--- src/rtl/setuphold_stim_gen.sv ---
// Setup/hold stimulus generator: one TCLK period per accepted command, with TD moved
// by a signed offset relative to the TCLK rise and an expected-violation flag.
module setuphold_stim_gen #(
  parameter int HALF_PERIOD = 16,
  parameter int OFS_W       = 6,
  parameter int SETUP_LIM   = 3,
  parameter int HOLD_LIM    = 8
) (
  input  logic             CLK,
  input  logic             RST_N,
  input  logic             CMD_VALID,
  output logic             CMD_READY,
  input  logic             CMD_D,
  input  logic [OFS_W-1:0] CMD_OFS,
  output logic             TCLK,
  output logic             TD,
  output logic             BUSY,
  output logic             DONE,
  output logic             ERR,
  output logic             EXP_VIOL
);

  localparam int CNT_W = $clog2(2 * HALF_PERIOD);
  localparam logic [CNT_W-1:0] H_CNT    = CNT_W'(HALF_PERIOD);
  localparam logic [CNT_W-1:0] LAST_CNT = CNT_W'(2 * HALF_PERIOD - 1);

  typedef enum logic {IDLE, RUN} state_t;

  state_t           state_q, state_d;
  logic [CNT_W-1:0] cnt_q, cnt_d;
  logic [CNT_W-1:0] td_tick_q, td_tick_d;
  logic             d_q, d_d;
  logic             tclk_q, tclk_d;
  logic             td_q, td_d;
  logic             busy_q, busy_d;
  logic             done_q, done_d;
  logic             err_q, err_d;
  logic             viol_q, viol_d;

  logic signed [31:0] ofs_ext;
  logic               ofs_legal;
  logic               in_window;
  logic               accept;
  logic [CNT_W-1:0]   next_cnt;

  assign ofs_ext   = {{(32 - OFS_W){CMD_OFS[OFS_W-1]}}, CMD_OFS};
  assign ofs_legal = (ofs_ext > -HALF_PERIOD) && (ofs_ext < HALF_PERIOD);
  assign in_window = (ofs_ext > -SETUP_LIM) && (ofs_ext < HOLD_LIM);
  assign CMD_READY = RST_N && (state_q == IDLE);
  assign accept    = CMD_VALID && CMD_READY;
  assign next_cnt  = cnt_q + CNT_W'(1);

  always_comb begin
    state_d   = state_q;
    cnt_d     = cnt_q;
    td_tick_d = td_tick_q;
    d_d       = d_q;
    tclk_d    = tclk_q;
    td_d      = td_q;
    busy_d    = busy_q;
    done_d    = 1'b0;
    err_d     = 1'b0;
    viol_d    = viol_q;
    case (state_q)
      IDLE: begin
        if (accept) begin
          if (ofs_legal) begin
            state_d   = RUN;
            cnt_d     = '0;
            d_d       = CMD_D;
            // Legal offsets place the TD edge strictly inside 1..2H-1.
            td_tick_d = CNT_W'(HALF_PERIOD + ofs_ext);
            busy_d    = 1'b1;
            tclk_d    = 1'b0;
            viol_d    = (CMD_D != td_q) && in_window;
          end else begin
            err_d = 1'b1;
          end
        end
      end
      RUN: begin
        if (cnt_q == LAST_CNT) begin
          state_d = IDLE;
          cnt_d   = '0;
          busy_d  = 1'b0;
          done_d  = 1'b1;
          tclk_d  = 1'b0;
        end else begin
          cnt_d  = next_cnt;
          tclk_d = (next_cnt >= H_CNT);
          if (next_cnt >= td_tick_q) begin
            td_d = d_q;
          end
        end
      end
      default: state_d = IDLE;
    endcase
  end

  always_ff @(posedge CLK) begin
    if (!RST_N) begin
      state_q   <= IDLE;
      cnt_q     <= '0;
      td_tick_q <= '0;
      d_q       <= 1'b0;
      tclk_q    <= 1'b0;
      td_q      <= 1'b0;
      busy_q    <= 1'b0;
      done_q    <= 1'b0;
      err_q     <= 1'b0;
      viol_q    <= 1'b0;
    end else begin
      state_q   <= state_d;
      cnt_q     <= cnt_d;
      td_tick_q <= td_tick_d;
      d_q       <= d_d;
      tclk_q    <= tclk_d;
      td_q      <= td_d;
      busy_q    <= busy_d;
      done_q    <= done_d;
      err_q     <= err_d;
      viol_q    <= viol_d;
    end
  end

  assign TCLK     = tclk_q;
  assign TD       = td_q;
  assign BUSY     = busy_q;
  assign DONE     = done_q;
  assign ERR      = err_q;
  assign EXP_VIOL = viol_q;

endmodule
--- config.mk ---
export PLATFORM = sky130hd
export DESIGN_NAME = setuphold_stim_gen
export DESIGN_NICKNAME = d
export VERILOG_FILES = /design/src/rtl/setuphold_stim_gen.sv
export SDC_FILE = /design/constraint.sdc
export NUM_CORES = 1
export LEC_CHECK = 0
export BUFFER_PORTS_ARGS = -buffer_cell sky130_fd_sc_hd__buf_4
export CAP_MARGIN = 30
export CORE_MARGIN = 2
export CORE_UTILIZATION = 45
export CTS_CLUSTER_SIZE = 8
export DETAILED_ROUTE_END_ITERATION = 16
export HOLD_SLACK_MARGIN = 0.08
export PLACE_DENSITY = 0.8
export SYNTH_ARGS = -nofsm -noshare
export SYNTH_HDL_FRONTEND = slang
export SYNTH_SLANG_ARGS = --single-unit
--- constraint.sdc ---
create_clock -name CLK -period 1.9 [get_ports CLK]
set_clock_uncertainty 0.15 [all_clocks]
set_input_delay 0.285 -clock CLK [delete_from_list [all_inputs] [get_ports CLK]]
set_output_delay 0.285 -clock CLK [all_outputs]
set_load 0.01 [all_outputs]
==> impl_metrics.csv <==
group,metric,value,unit
synthesis,synth_xor_area_share,3.938,%
setup_path,critPathLaunchType,"flip-flop",
clock_tree,cts_made_buffers,3,
placement,placed_cells,143,
pwr,powerDensity,580.4,nW/um2
sta,finalSetupViolations,1,
cells_and_area,final_common_cell,"buf_4",
routing,vias_per_cell,5.132,
floorplan,start_util,46.29,%
cells_and_area,drive_gt1_share,29.03,%
outcome,violations,"setup timing",
cells_and_area,nets,142,
setup_path,cp.depth,8,
synthesis,yosysSeqAreaShare,38.26,%
grt,grt_start_max_net_pins,23,
clock_tree,cts_tree,"yes",
synthesis,synth-adder-area-share,9.845,%
grt,grtUsageTotal,18.09,%
pwr,clockPowerShare,28.6,%
sta,timing.final.hold_violations,0,
pwr,p_switching,0.1729,mW
pwr,internal_power,0.5039,mW
setup_path,end_kind,"flip-flop",
floorplan,die_w,48.46,um
placement,placed_area,1096,um2
synthesis,synth_top_cell_by_area,"dfxtp_1",
floorplan,dieArea,2348,um2
clock_tree,cts.reportedPaths.clkPinSlew,0.09,ns
setup_path,timing_worst_setup_path_type,"reg2reg",
routing,vias,775,
sta,post-route-period-util,100.3,%
sta,min_period,1.906,ns
grt,grt_antenna_before_repair,0,
clock_tree,root_buffer,"clkbuf_4",
synthesis,synth_compound_area_share,13.36,%
routing,drc,0,
synthesis,synth.area.mux_share,6.751,%
pwr,irDropWorstVdd,0.4782,mV
synthesis,ys_seq_elements,17,
synthesis,yosys_warnings,0,
setup_path,path_buf_inv,0,
pwr,power,0.6768,mW
pwr,power_frac_seq,55.5,%
synthesis,synthSimpleGateAreaFrac,23.63,%
job,drv_cap,0,
routing,dr.pass1.iters,4,
sta,clock.fmax,0.5247,GHz
pwr,swShare,25.55,%
cells_and_area,num-fill-cells,174,
grt,overflow,0,
routing,post_drt_wl_per_cell,12.01,um
setup_path,max_stage_delay,0.35,ns
hold_path,min_path_type,"in2reg",
floorplan,core,1922,um2
cells_and_area,n_antenna_cell,0,
clock_tree,cts_sinks,17,
pwr,power_frac_comb,15.9,%
sta,timing.setup.tns,-0.005674,ns
placement,pre_cts_ws,-0.04010,ns
sta,slew_violations,0,
sta,finalWorstSetupSlack,-0.005674,ns
clock_tree,h-tree-depth,1,
routing,first_iter_violations,18,
placement,gp_congestion,0.7270,
floorplan,die_h,48.46,um
floorplan,rows,16,
placement,dp_hpwl,1350,um
setup_path,r2r_cells,8,
clock_tree,clock_latency,0.29,ns
grt,grt_pass1_wl,3353,um
sta,worst_slew_pin_slew,0.4424,ns
cells_and_area,area_delta_synth_final,31.08,%
routing,ant_nets,0,
setup_path,cp_data_arrival_time,1.99,ns
sta,worst_hold_slack,0.1028,ns
cells_and_area,final_cell_mix,"23 x buf_4, 15 x dfxtp_1, 13 x nand2_1",
sta,rsz0062_at_grt,"yes",
grt,grt_pass1_vias,783,
hold_path,hold-path-cell-count,3,
synthesis,synthesis.nets,117,
synthesis,synthCells,100,
setup_path,cp_common_cell,"ha_4",
clock_tree,clk_path_buf_depth,2,
sta,relSlewSlack,70.45,%
setup_path,crit_slowest_cell,"dfxtp_2",
synthesis,synth_top_area_share,38.26,%
setup_path,crit_chain,"ha_4 > and3_4 > ha_4 > ha_4 > a21oi_2 > nor2_1 > a41oi_2 > mux2i_1",
placement,numPortBuffers,16,
synthesis,synth_area,889.6,um2
routing,routed_wl,1814,um
setup_path,path_delay_family,"adder cells",
cells_and_area,design_area,1166,um2
cells_and_area,final_cells,151,
setup_path,critical_path_peak_fanout,3,
floorplan,top_level_ports,17,
synthesis,syn_area_per_cell,8.896,um2
synthesis,synth.area.top_cells,"dfxtp_1 38%, ha_1 9.8%, mux2i_1 6.8%",
synthesis,synth_top_family_by_area,"simple AND/OR/NAND/NOR gates",
setup_path,required,1.98,ns
synthesis,yosysUniqueCellTypes,27,
outcome,outcome,"finished, violations left",
cells_and_area,fin_util,60.68,%
pwr,p_leak,0.5165,nW
state kept, by name (all words and copies together) (netlist names):
signal and count:
cnt_q 5, td_tick_q 5, BUSY 1, DONE 1, ERR 1, EXP_VIOL 1, TD 1, d_q 1
state_q 1
Yosys cell counts (all sizes together):
library cell / number
dfxtp: 17
nand2: 13
nor2b: 8
ha: 7
mux2i: 6
o21ai: 5
a21oi: 4
and3: 4
inv: 4
nand3: 4
a21boi: 3
clkbuf: 3
nand2b: 3
nor2: 3
xnor2: 3
nand3b: 2
nor3: 2
a21o: 1
a31oi: 1
a41oi: 1
buf: 1
o2111ai: 1
o22ai: 1
o31ai: 1
or4: 1
xor2: 1
per-layer routing:
metal	vias to the layer above	routed length (um)	track usage (%)	share of wire [%]
met3	5	55	3.395	3.0
met5	-	0	0	0
li1	396	-	-	-
met2	14	932	30.79	51
met4	0	40	10.00	2.2
met1	360	784	21.48	43
layout make-up:
class                           count  area, um2  share of cell area, %
Multi-Input combinational cell     75      565.5                  48.50
Sequential cell                    17      342.8                  29.40
Timing Repair Buffer               24      182.7                  15.67
Tap cell                           27      33.78                  2.897
Clock buffer                        4      26.28                  2.253
Inverter                            4      15.01                  1.288
power by group through the flow:
stage	clock network (mW)	logic, mW	registers, mW
after floorplan	0	0.0607	0.384
after global placement	0	0.0999	0.383
after detailed placement	0	0.104	0.384
after CTS	0.199	0.108	0.376
after global routing	0.219	0.121	0.378
final	0.194	0.108	0.376
worst reg2reg max path: stages (launching register included):
cell and delay, ns:
dfxtp_2 0.35, ha_4 0.16, and3_4 0.18, ha_4 0.27, ha_4 0.20, a21oi_2 0.13
nor2_1 0.06, a41oi_2 0.16, mux2i_1 0.18
kinds of logic after synthesis:
kind of cell	Yosys count
simple gates	40
compound gates	18
flops	17
buf+inv	8
fa+ha+maj	7
mux	6
xor+xnor	4
final timing paths:
| check | start | endpoint | slack [ns] |
|---|---|---|---|
| max | cnt_q[0] | TD | -0.006 |
| max reg2reg | cnt_q[0] | TD | -0.006 |
| min | CMD_OFS[0] | td_tick_q[0] | 0.10 |
| min reg2reg | BUSY | BUSY | 0.32 |
repair_timing:
item	CTS	global route
pin swaps	2	3
resized for setup	2	0
endpoints found under the hold margin	1	0
buffers inserted	2	1
setup endpoints to repair	1	1
hold buffers	1	0
cloned	0	0
Power figures use the tool's default switching activity.
